===== src/rtl/lvt_write_scheduler.sv =====
// Two-channel write scheduler for lvt_bram: per-channel FIFOs, registered write ports and
// same-address arbitration. Define LVT_WRITE_COALESCE_EN to merge conflicting heads instead.
module lvt_write_scheduler #(
    parameter int unsigned ADDR_WIDTH = 8,
    parameter int unsigned DATA_WIDTH = 8,
    parameter int unsigned FIFO_DEPTH = 4
) (
    input  logic                  clk_i,
    input  logic                  rst_ni,
    input  logic                  req0_valid_i,
    output logic                  req0_ready_o,
    input  logic [ADDR_WIDTH-1:0] req0_addr_i,
    input  logic [DATA_WIDTH-1:0] req0_data_i,
    input  logic                  req1_valid_i,
    output logic                  req1_ready_o,
    input  logic [ADDR_WIDTH-1:0] req1_addr_i,
    input  logic [DATA_WIDTH-1:0] req1_data_i,
    input  logic                  hold_i,
    output logic                  wr0_en_o,
    output logic [ADDR_WIDTH-1:0] wr0_addr_o,
    output logic [DATA_WIDTH-1:0] wr0_data_o,
    output logic                  wr1_en_o,
    output logic [ADDR_WIDTH-1:0] wr1_addr_o,
    output logic [DATA_WIDTH-1:0] wr1_data_o,
    output logic [15:0]           conflict_cnt_o,
    output logic                  idle_o
);

    localparam int unsigned PtrW   = $clog2(FIFO_DEPTH);
    localparam int unsigned EntryW = ADDR_WIDTH + DATA_WIDTH;
    localparam logic [PtrW:0] PtrOne = 1;

    typedef enum logic [0:0] {StIssue, StDefer} state_e;

    state_e state_q, state_d;

    logic [EntryW-1:0] mem0_q [FIFO_DEPTH];
    logic [EntryW-1:0] mem1_q [FIFO_DEPTH];
    logic [PtrW:0]     wptr0_q, rptr0_q, wptr1_q, rptr1_q;

    logic empty0, empty1, full0, full1;
    logic push0, push1, pop0, pop1;
    logic iss0, iss1, conflict, cnt_inc;

    logic [EntryW-1:0]     head0, head1;
    logic [ADDR_WIDTH-1:0] head0_addr, head1_addr;
    logic [DATA_WIDTH-1:0] head0_data, head1_data;

    logic                  wr0_en_q, wr1_en_q;
    logic [ADDR_WIDTH-1:0] wr0_addr_q, wr0_addr_d, wr1_addr_q, wr1_addr_d;
    logic [DATA_WIDTH-1:0] wr0_data_q, wr0_data_d, wr1_data_q, wr1_data_d;
    logic [15:0]           cnt_q, cnt_d;

    // Full when the wrap bits differ and the index bits match.
    assign empty0 = (wptr0_q == rptr0_q);
    assign empty1 = (wptr1_q == rptr1_q);
    assign full0  = (wptr0_q[PtrW] != rptr0_q[PtrW]) &&
                    (wptr0_q[PtrW-1:0] == rptr0_q[PtrW-1:0]);
    assign full1  = (wptr1_q[PtrW] != rptr1_q[PtrW]) &&
                    (wptr1_q[PtrW-1:0] == rptr1_q[PtrW-1:0]);

    assign req0_ready_o = !full0;
    assign req1_ready_o = !full1;
    assign push0        = req0_valid_i && !full0;
    assign push1        = req1_valid_i && !full1;

    assign head0      = mem0_q[rptr0_q[PtrW-1:0]];
    assign head1      = mem1_q[rptr1_q[PtrW-1:0]];
    assign head0_addr = head0[EntryW-1 -: ADDR_WIDTH];
    assign head1_addr = head1[EntryW-1 -: ADDR_WIDTH];
    assign head0_data = head0[DATA_WIDTH-1:0];
    assign head1_data = head1[DATA_WIDTH-1:0];

    assign conflict = !empty0 && !empty1 && (head0_addr == head1_addr);

    always_ff @(posedge clk_i) begin
        if (push0) begin
            mem0_q[wptr0_q[PtrW-1:0]] <= {req0_addr_i, req0_data_i};
        end
        if (push1) begin
            mem1_q[wptr1_q[PtrW-1:0]] <= {req1_addr_i, req1_data_i};
        end
    end

    always_comb begin
        pop0    = 1'b0;
        pop1    = 1'b0;
        iss0    = 1'b0;
        iss1    = 1'b0;
        cnt_inc = 1'b0;
        state_d = state_q;
        if (!hold_i) begin
            unique case (state_q)
                StIssue: begin
                    if (conflict) begin
                        cnt_inc = 1'b1;
`ifdef LVT_WRITE_COALESCE_EN
                        // Channel 1 wins the address; the channel 0 write is discarded.
                        pop0    = 1'b1;
                        pop1    = 1'b1;
                        iss1    = 1'b1;
`else
                        pop0    = 1'b1;
                        iss0    = 1'b1;
                        state_d = StDefer;
`endif
                    end else begin
                        pop0 = !empty0;
                        iss0 = !empty0;
                        pop1 = !empty1;
                        iss1 = !empty1;
                    end
                end
                StDefer: begin
                    pop1    = !empty1;
                    iss1    = !empty1;
                    state_d = StIssue;
                end
                default: state_d = StIssue;
            endcase
        end
    end

    always_comb begin
        wr0_addr_d = wr0_addr_q;
        wr0_data_d = wr0_data_q;
        wr1_addr_d = wr1_addr_q;
        wr1_data_d = wr1_data_q;
        if (iss0) begin
            wr0_addr_d = head0_addr;
            wr0_data_d = head0_data;
        end
        if (iss1) begin
            wr1_addr_d = head1_addr;
            wr1_data_d = head1_data;
        end
        cnt_d = cnt_q;
        if (cnt_inc && (cnt_q != 16'hFFFF)) begin
            cnt_d = cnt_q + 16'd1;
        end
    end

    always_ff @(posedge clk_i or negedge rst_ni) begin
        if (!rst_ni) begin
            state_q    <= StIssue;
            wptr0_q    <= '0;
            rptr0_q    <= '0;
            wptr1_q    <= '0;
            rptr1_q    <= '0;
            wr0_en_q   <= 1'b0;
            wr1_en_q   <= 1'b0;
            wr0_addr_q <= '0;
            wr0_data_q <= '0;
            wr1_addr_q <= '0;
            wr1_data_q <= '0;
            cnt_q      <= '0;
        end else begin
            state_q    <= state_d;
            if (push0) wptr0_q <= wptr0_q + PtrOne;
            if (pop0)  rptr0_q <= rptr0_q + PtrOne;
            if (push1) wptr1_q <= wptr1_q + PtrOne;
            if (pop1)  rptr1_q <= rptr1_q + PtrOne;
            wr0_en_q   <= iss0;
            wr1_en_q   <= iss1;
            wr0_addr_q <= wr0_addr_d;
            wr0_data_q <= wr0_data_d;
            wr1_addr_q <= wr1_addr_d;
            wr1_data_q <= wr1_data_d;
            cnt_q      <= cnt_d;
        end
    end

    assign wr0_en_o       = wr0_en_q;
    assign wr0_addr_o     = wr0_addr_q;
    assign wr0_data_o     = wr0_data_q;
    assign wr1_en_o       = wr1_en_q;
    assign wr1_addr_o     = wr1_addr_q;
    assign wr1_data_o     = wr1_data_q;
    assign conflict_cnt_o = cnt_q;
    assign idle_o         = empty0 && empty1 && (state_q == StIssue) && !wr0_en_q && !wr1_en_q;

endmodule


===== config.mk =====
export PLATFORM = sky130hd
export DESIGN_NAME = lvt_write_scheduler
export DESIGN_NICKNAME = d
export VERILOG_FILES = /design/src/rtl/lvt_write_scheduler.sv
export SDC_FILE = /design/constraint.sdc
export NUM_CORES = 1
export LEC_CHECK = 0
export ABC_AREA = 1
export CAP_MARGIN = 20
export CORE_ASPECT_RATIO = 1.25
export CORE_MARGIN = 4
export CORE_UTILIZATION = 46
export CTS_BUF_LIST = sky130_fd_sc_hd__clkbuf_4
export DETAILED_ROUTE_END_ITERATION = 8
export PLACE_DENSITY = 0.7
export SLEW_MARGIN = 40
export SYNTH_ARGS = -nofsm -noshare
export SYNTH_HDL_FRONTEND = slang
export SYNTH_SLANG_ARGS = --single-unit

===== constraint.sdc =====
create_clock -name clk_i -period 2.08 [get_ports clk_i]
set_input_delay 0.208 -clock clk_i [delete_from_list [all_inputs] [get_ports clk_i]]
set_output_delay 0.208 -clock clk_i [all_outputs]
set_load 0.02 [all_outputs]

# Yosys cells after proc, flatten, opt, wreduce, memory -nomap -nowiden

Memory sizes are Yosys's and may differ from the RTL's.
Index checks and enable logic that the tools add are counted.

Input bits: 37
RAM bits: 128
Memories: 2
Logic and storage cells: 59
Output and inout bits: 53
Register bits after elaboration: 63

Mux-type cells: 14
Equal/unequal tests: 8
Reductions and logical operators: 17
Bitwise operators: 1
Add/subtract/negate cells: 5

Memories:

| name   | depth | bits a word | read ports | clocked after memory_dff | wr ports | line | text |
|---|---|---|---|---|---|---|---|
| mem0_q | 4     | 16          | 1          | 0                        | 1        | 37   | `logic [EntryW-1:0] mem0_q [FIFO_DEPTH];` |
| mem1_q | 4     | 16          | 1          | 0                        | 1        | 38   | `logic [EntryW-1:0] mem1_q [FIFO_DEPTH];` |

Operators by type and width:

| cell                                                             | number |
|---|---|
| 16-bit by 1-bit adder with 16-bit output (second input constant) | 1 |
| 16-bit inequality test (second input constant)                   | 1 |
| 3-bit by 1-bit adder with 3-bit output (second input constant)   | 4 |
| 1-bit two-way mux                                                | 12 |
| 1-bit logical AND                                                | 11 |
| 8-bit equality test                                              | 1 |
| 3-bit equality test                                              | 2 |
| 1-bit zero test                                                  | 6 |
| 2-bit equality test                                              | 2 |
| 1-bit case mux with 2 select lines                               | 2 |
| 1-bit inequality test                                            | 2 |
| 1-bit inverter                                                   | 1 |

# Longest topological paths before layout

Word-level depth: 8
Mapped depth: 17
Mapped depth without buffers: 15

# Worst setup path after synthesis

OpenSTA, ideal clock, no wires.

Path type: reg-to-reg
From: register rptr1_q[0]
To: memory mem1_q[3][0] in the netlist's numbering, enable pin
Cell stages (with the launch flop): 7
Slack: -0.306 ns
Clock period less this slack: 2.386 ns
Arrival time: 1.994 ns
Buffers on the path: 2
Required time: 1.689 ns
Setup time: 0.391 ns
Cell sequence: dfrtp_1 > buf_6 > buf_6 > xnor2_2 > nand3_1 > nand2_1 > nor2_1

Word-level cells in the longest chain between the ends: 6

RTL lines:

| what                                    | line | text |
|---|---|---|
| start, declared                         | 39   | `logic [PtrW:0] wptr0_q, rptr0_q, wptr1_q, rptr1_q;` |
| start signal, assigned                  | 162  | `if (pop1) rptr1_q <= rptr1_q + PtrOne;` |
| 2-bit equality test                     | 60   | `(wptr1_q[PtrW-1:0] == rptr1_q[PtrW-1:0]);` |
| 1-bit logical AND                       | 59   | `assign full1 = (wptr1_q[PtrW] != rptr1_q[PtrW]) &&` |
| 1-bit zero test                         | --   |  |
| named net req1_ready_o                  | 15   | `output logic req1_ready_o,` |
| 1-bit logical AND                       | 65   | `assign push1 = req1_valid_i && !full1;` |
| 1-bit two-way mux                       | 80   | `if (push1) begin` |
| 1-bit two-way mux (not written as such) | 81   | `mem1_q[wptr1_q[PtrW-1:0]] <= {req1_addr_i, req1_data_i};` |
| end, declared                           | 38   |  |

The timed path passes the listed nets, and every way through them passes these cells.

# Worst setup path after layout

From: register rptr1_q[0]
To: register cnt_q[9], in the netlist conflict_cnt_o[9]

Word-level cells in the longest chain between the ends: 8
Elaborated cells on any way between the ends: 10
Classes of those cells: 2 x eq/ne; 3 x mux; 4 x reduce/logical; 1 x memory

RTL lines:

| what                                                           | line | text |
|---|---|---|
| branches (longest 3 deep; another with memory read 4 x 16 bit) | --   |  |
| 1-bit logical AND *                                            | 74   | `assign conflict = !empty0 && !empty1 && (head0_addr == head1_addr);` |
| 1-bit two-way mux *                                            | 95   | `if (conflict) begin` |
| 1-bit two-way mux *                                            | 93   | `unique case (state_q)` |
| 1-bit two-way mux *                                            | 92   | `if (!hold_i) begin` |
| 1-bit logical AND *                                            | 138  | `if (cnt_inc && (cnt_q != 16'hFFFF)) begin` |
| end signal, assigned                                           | 169  | `cnt_q <= cnt_d;` |
| end, declared                                                  | 52   | `logic [15:0] cnt_q, cnt_d;` |

Every way passes the cells marked *.
A chain may end at the register's enable or synchronous reset.

==> summary.txt <==
GRT
  – First-pass GRT wire length: 30.61 mm
  – Largest net degree at the start of global routing: 64
  – Initial antenna violation count: 1
  – Total GRT Usage: approximately a fifth
  – Total gr overflow: 0
  – Vias in the first global route: 6011

Timing
  – Setup TNS: -0.07328 ns
  – Post-route clock period utilization: 101.4%
  – Tmin final: 2.108 ns
  – Pins Over Slew Limit: 0
  – Setup Skew: between 0.03 and 0.04 ns
  – RSZ-0062 raised after global routing: true
  – Worst setup margin: -0.02840 ns
  – Final hold violation count: 0
  – Slew headroom: 72.90%
  – Worst slew pin tran: approximately 0.40 ns
  – # setup viols final: 3
  – Fmax achieved: 0.4743 GHz

Routing
  – Detailed-route via count: between 6k and 7k
  – Final wirelength: 20.23 mm
  – Initial DRC Count: 468
  – Drt first pass iters: 5
  – Post-route ant nets: 0
  – Vias/cell: 5.227
  – DRC: 0
  – Drt wl/cell: 16.65 um

Finish
  – Final Instance Count excl. Fillers: around 1.2k
  – Layout cells sized above 1: 26.17%
  – Filler cell count: 1438
  – Nets@finish: 1021
  – Final Cell Area: 11110 um2
  – P&R area growth vs syn: 30.09%

Yosys
  – Post-Syn Nets: around 870
  – Post-synthesis sequential area ratio: 63.46%
  – Count of cell types in the netlist: 34
  – Ys Warns: 0
  – Mapped Cells: 820
  – Syn Std Cell Area: 8541 um2
  – Syn_area_per_cell: 10.42 um2
  – FF+latch count, synth: 191

Power
  – Power Dens Cells: 1498 nW/um2
  – Leakage: 4.597 nW
  – Peak supply drop: between 700 and 800 uV

Min path
  – Worst min path class: in2async

Place
  – Dpl hpwl: 12.66 mm
  – PortBufs: 89
  – Placed Cells: 1149
  – Routability congestion estimate: 0.8435
  – Dpl cell area: 9971 um2

Clocking
  – Root buf cell: clkbuf_4
  – CTS HTree Levels: 4
  – Clk slew on worst S/H paths: 0.16 ns
  – Clock buffer depth: 2
  – Clk_lat worst skew: 0.59 ns
  – Num CTS Buffers: 17
  – CTS tree: built
  – Clock sinks: approximately 190

Setup path
  – Crit path max-delay family: simple AND/OR/NAND/NOR gates
  – Crit path largest cell delay: 0.47 ns
  – RR Endpoint: conflict_cnt_o[9]$_DFFE_PN0P_
  – CP endpoint kind: register
  – CP startpoint kind: register
  – Critical path required time: 2.59 ns
  – Reg-to-reg startpoint: rptr1_q[0]$_DFFE_PN0P_
  – Worst EP arrival: 2.62 ns
  – Critical path class: reg2reg
  – Slowest-stage cell, CP: dfrtp_2
  – R2R depth: 15
  – Crit path top cell by count: nand2_2
  – FF-to-FF setup slack: -0.03 ns
  – Critical-path cell list: buf_12 > clkbuf_16 > nand2_4 > nand2_2 > nand2_1 > nand2_2 > nand2_2 > nand2_2 > nor2_4 > buf_6 > nand4_4 > nor2_4 > buf_6 > nand3_2 > nand2_1
  – Buf/Inv on CP: 4
  – Crit-path max FO: 6

Floorplanning
  – Die H: 160.3 um
  – Initial Util: 47.01%
  – CORE AREA: about 18000 um2
  – Die area: around 21000 um2
  – Die Width: 129.9 um
  – Row count: 55
  – Ports: 90

Status
  – Run status: finished, violations left
  – Violated checks: negative setup slack

Job
  – Max-cap viol count: 0
layer usage:
metal / up-vias / wire, um / track usage [%]
met5: - / 0 / 0
met4: 0 / 393 / 4.915
met3: 38 / 1042 / 3.560
met2: 208 / 10400 / 32.82
met1: 3054 / 8398 / 24.47
li1: 3051 / - / -
worst max path at each step:
stage | start | to | slack, ns | cells after the start
2_1_floorplan | rptr1_q[0]$_DFFE_PN0P_ | mem1_q[0][0]$_DFFE_PP_ | -0.07 | 6
3_3_place_gp | conflict_cnt_o[0]$_DFFE_PN0P_ | conflict_cnt_o[2]$_DFFE_PN0P_ | -0.03 | 9
3_5_place_dp | rptr0_q[0]$_DFFE_PN0P_ | rptr1_q[0]$_DFFE_PN0P_ | -0.0006 | 11
4_1_cts | rptr0_q[0]$_DFFE_PN0P_ | idle_o | -0.04 | 6
5_1_grt | rptr0_q[0]$_DFFE_PN0P_ | wr1_addr_o[5]$_DFFE_PN0P_ | -0.14 | 14
6_report | rptr1_q[0]$_DFFE_PN0P_ | conflict_cnt_o[9]$_DFFE_PN0P_ | -0.03 | 15
where the power goes:
group	leakage, nW	total, mW	internal (mW)	switching [mW]
Clock	0.154	2.01	0.675	1.34
Sequential	1.96	5.73	5.15	0.577
Combinational	2.48	8.90	3.74	5.16
Total	4.60	16.6	9.57	7.07
state kept, by name (all words and copies together), names as in the netlist:
register	count
mem0_q	64
mem1_q	64
rptr1_q	3
wr0_data_o	8
wr0_en_o	1
conflict_cnt_o	16
wr1_data_o	8
wptr1_q	3
wr1_addr_o	8
rptr0_q	3
state_q	1
wptr0_q	3
wr0_addr_o	8
wr1_en_o	1
cells in the mapped netlist:
| cell type | number | share of area (%) |
|---|---|---|
| nand2_1 | 287 | 13 |
| edfxtp_1 | 128 | 45 |
| dfrtp_1 | 63 | 18 |
| nor2_1 | 58 | 2.5 |
| nand3_1 | 43 | 2.5 |
| inv_1 | 38 | 1.7 |
| o21ai_0 | 35 | 2.1 |
| nand2_2 | 16 | 1.2 |
| o21ai_1 | 16 | 0.94 |
| o22ai_1 | 16 | 1.2 |
| nand4_1 | 14 | 1.0 |
| nand3_2 | 12 | 1.4 |
| clkbuf_1 | 11 | 0.48 |
| ha_1 | 11 | 1.6 |
| buf_6 | 10 | 1.3 |
| xor2_1 | 9 | 0.92 |
| nor3_1 | 8 | 0.47 |
| xnor2_1 | 8 | 0.82 |
| buf_2 | 7 | 0.41 |
| inv_2 | 6 | 0.26 |
| nor2_4 | 6 | 0.79 |
| a21oi_1 | 2 | 0.12 |
| buf_4 | 2 | 0.18 |
| inv_4 | 2 | 0.15 |
| nand3_4 | 2 | 0.41 |
| xnor2_2 | 2 | 0.38 |
| buf_8 | 1 | 0.18 |
| clkinv_1 | 1 | 0.044 |
| nand3b_1 | 1 | 0.088 |
| nand3b_2 | 1 | 0.13 |
| nand4_4 | 1 | 0.25 |
| nor2_2 | 1 | 0.073 |
| nor2_8 | 1 | 0.23 |
| o21ai_2 | 1 | 0.10 |
metrics by stage:
stage / hold WS [ns] / setup slack [ns] / total power, mW / util, %
after floorplan: -0.08759 / -0.07047 / 10.20 / -
after global placement: 0.2536 / -0.02610 / 12.55 / 54.88
after detailed placement: 0.2547 / -0.0006328 / 12.70 / 54.88
after CTS: 0.1348 / -0.03503 / 15.24 / 57.75
after global routing: 0.1152 / -0.1367 / 17.73 / 61.16
final: 0.1465 / -0.02840 / 16.64 / 61.16
placed cells by master (no fill, tap or decap), types with 8 or more instances in the layout:
cell type        Yosys  routed
nand2_4              0      10
inv_1               38      38
dfrtp_1             63      60
o21ai_0             35      35
nand3_1             43      27
nand2_1            287     228
o22ai_1             16      16
buf_4                2      45
nand4_1             14      14
xor2_1               9       8
clkdlybuf4s50_1      0      85
nand2_2             16      65
edfxtp_1           128     128
buf_12               0      15
nor2_4               6      10
ha_1                11      11
o21ai_1             16      16
nand3_2             12      25
nor2_1              58      45
nor2_2               1      12
clkbuf_4             0      19
worst reg2reg max path: cells and delay by family (launching register included):
| family | cells | cell delay (ns) |
|---|---|---|
| buf+inv | 4 | 0.60 |
| flops | 1 | 0.47 |
| simple gates | 11 | 0.99 |
layout make-up:
class,instances,area (um2),area share [%]
multi-input combinational,555,3209,28.89
inverter,47,206.4,1.858
clock inverter,13,147.6,1.329
tap,228,285.3,2.568
sequential,191,5424,48.82
antenna,1,2.502,0.02252
timing repair buffer,159,1668,15.01
timing repair inverter,2,25.02,0.2252
clock buffer,19,142.6,1.284
kinds of logic (layout without fill, tap and decap cells):
kind of cell             after synthesis  count (layout)  synth area share [%]
AND/OR/NAND/NOR                      451             455                 23.73
flip-flops                           191             191                 63.46
buffers and inverters                 78             240                 4.688
AO/OA/AOI/OAI                         70              70                 4.380
XOR/XNOR                              19              19                 2.124
adder cells (fa/ha/maj)               11              11                 1.611
other                                  0               1                     0
what timing repair did:
item | 4_1_cts | 5_1_grt
hold buffers | 1 | 0
setup endpoints to repair | 10 | 39
pin swaps | 15 | 54
resized for setup | 39 | 114
buffers inserted | 10 | 14
cloned | 3 | 6
endpoints found under the hold margin | 63 | 0
Note: power is estimated with default switching activity, not from simulation.
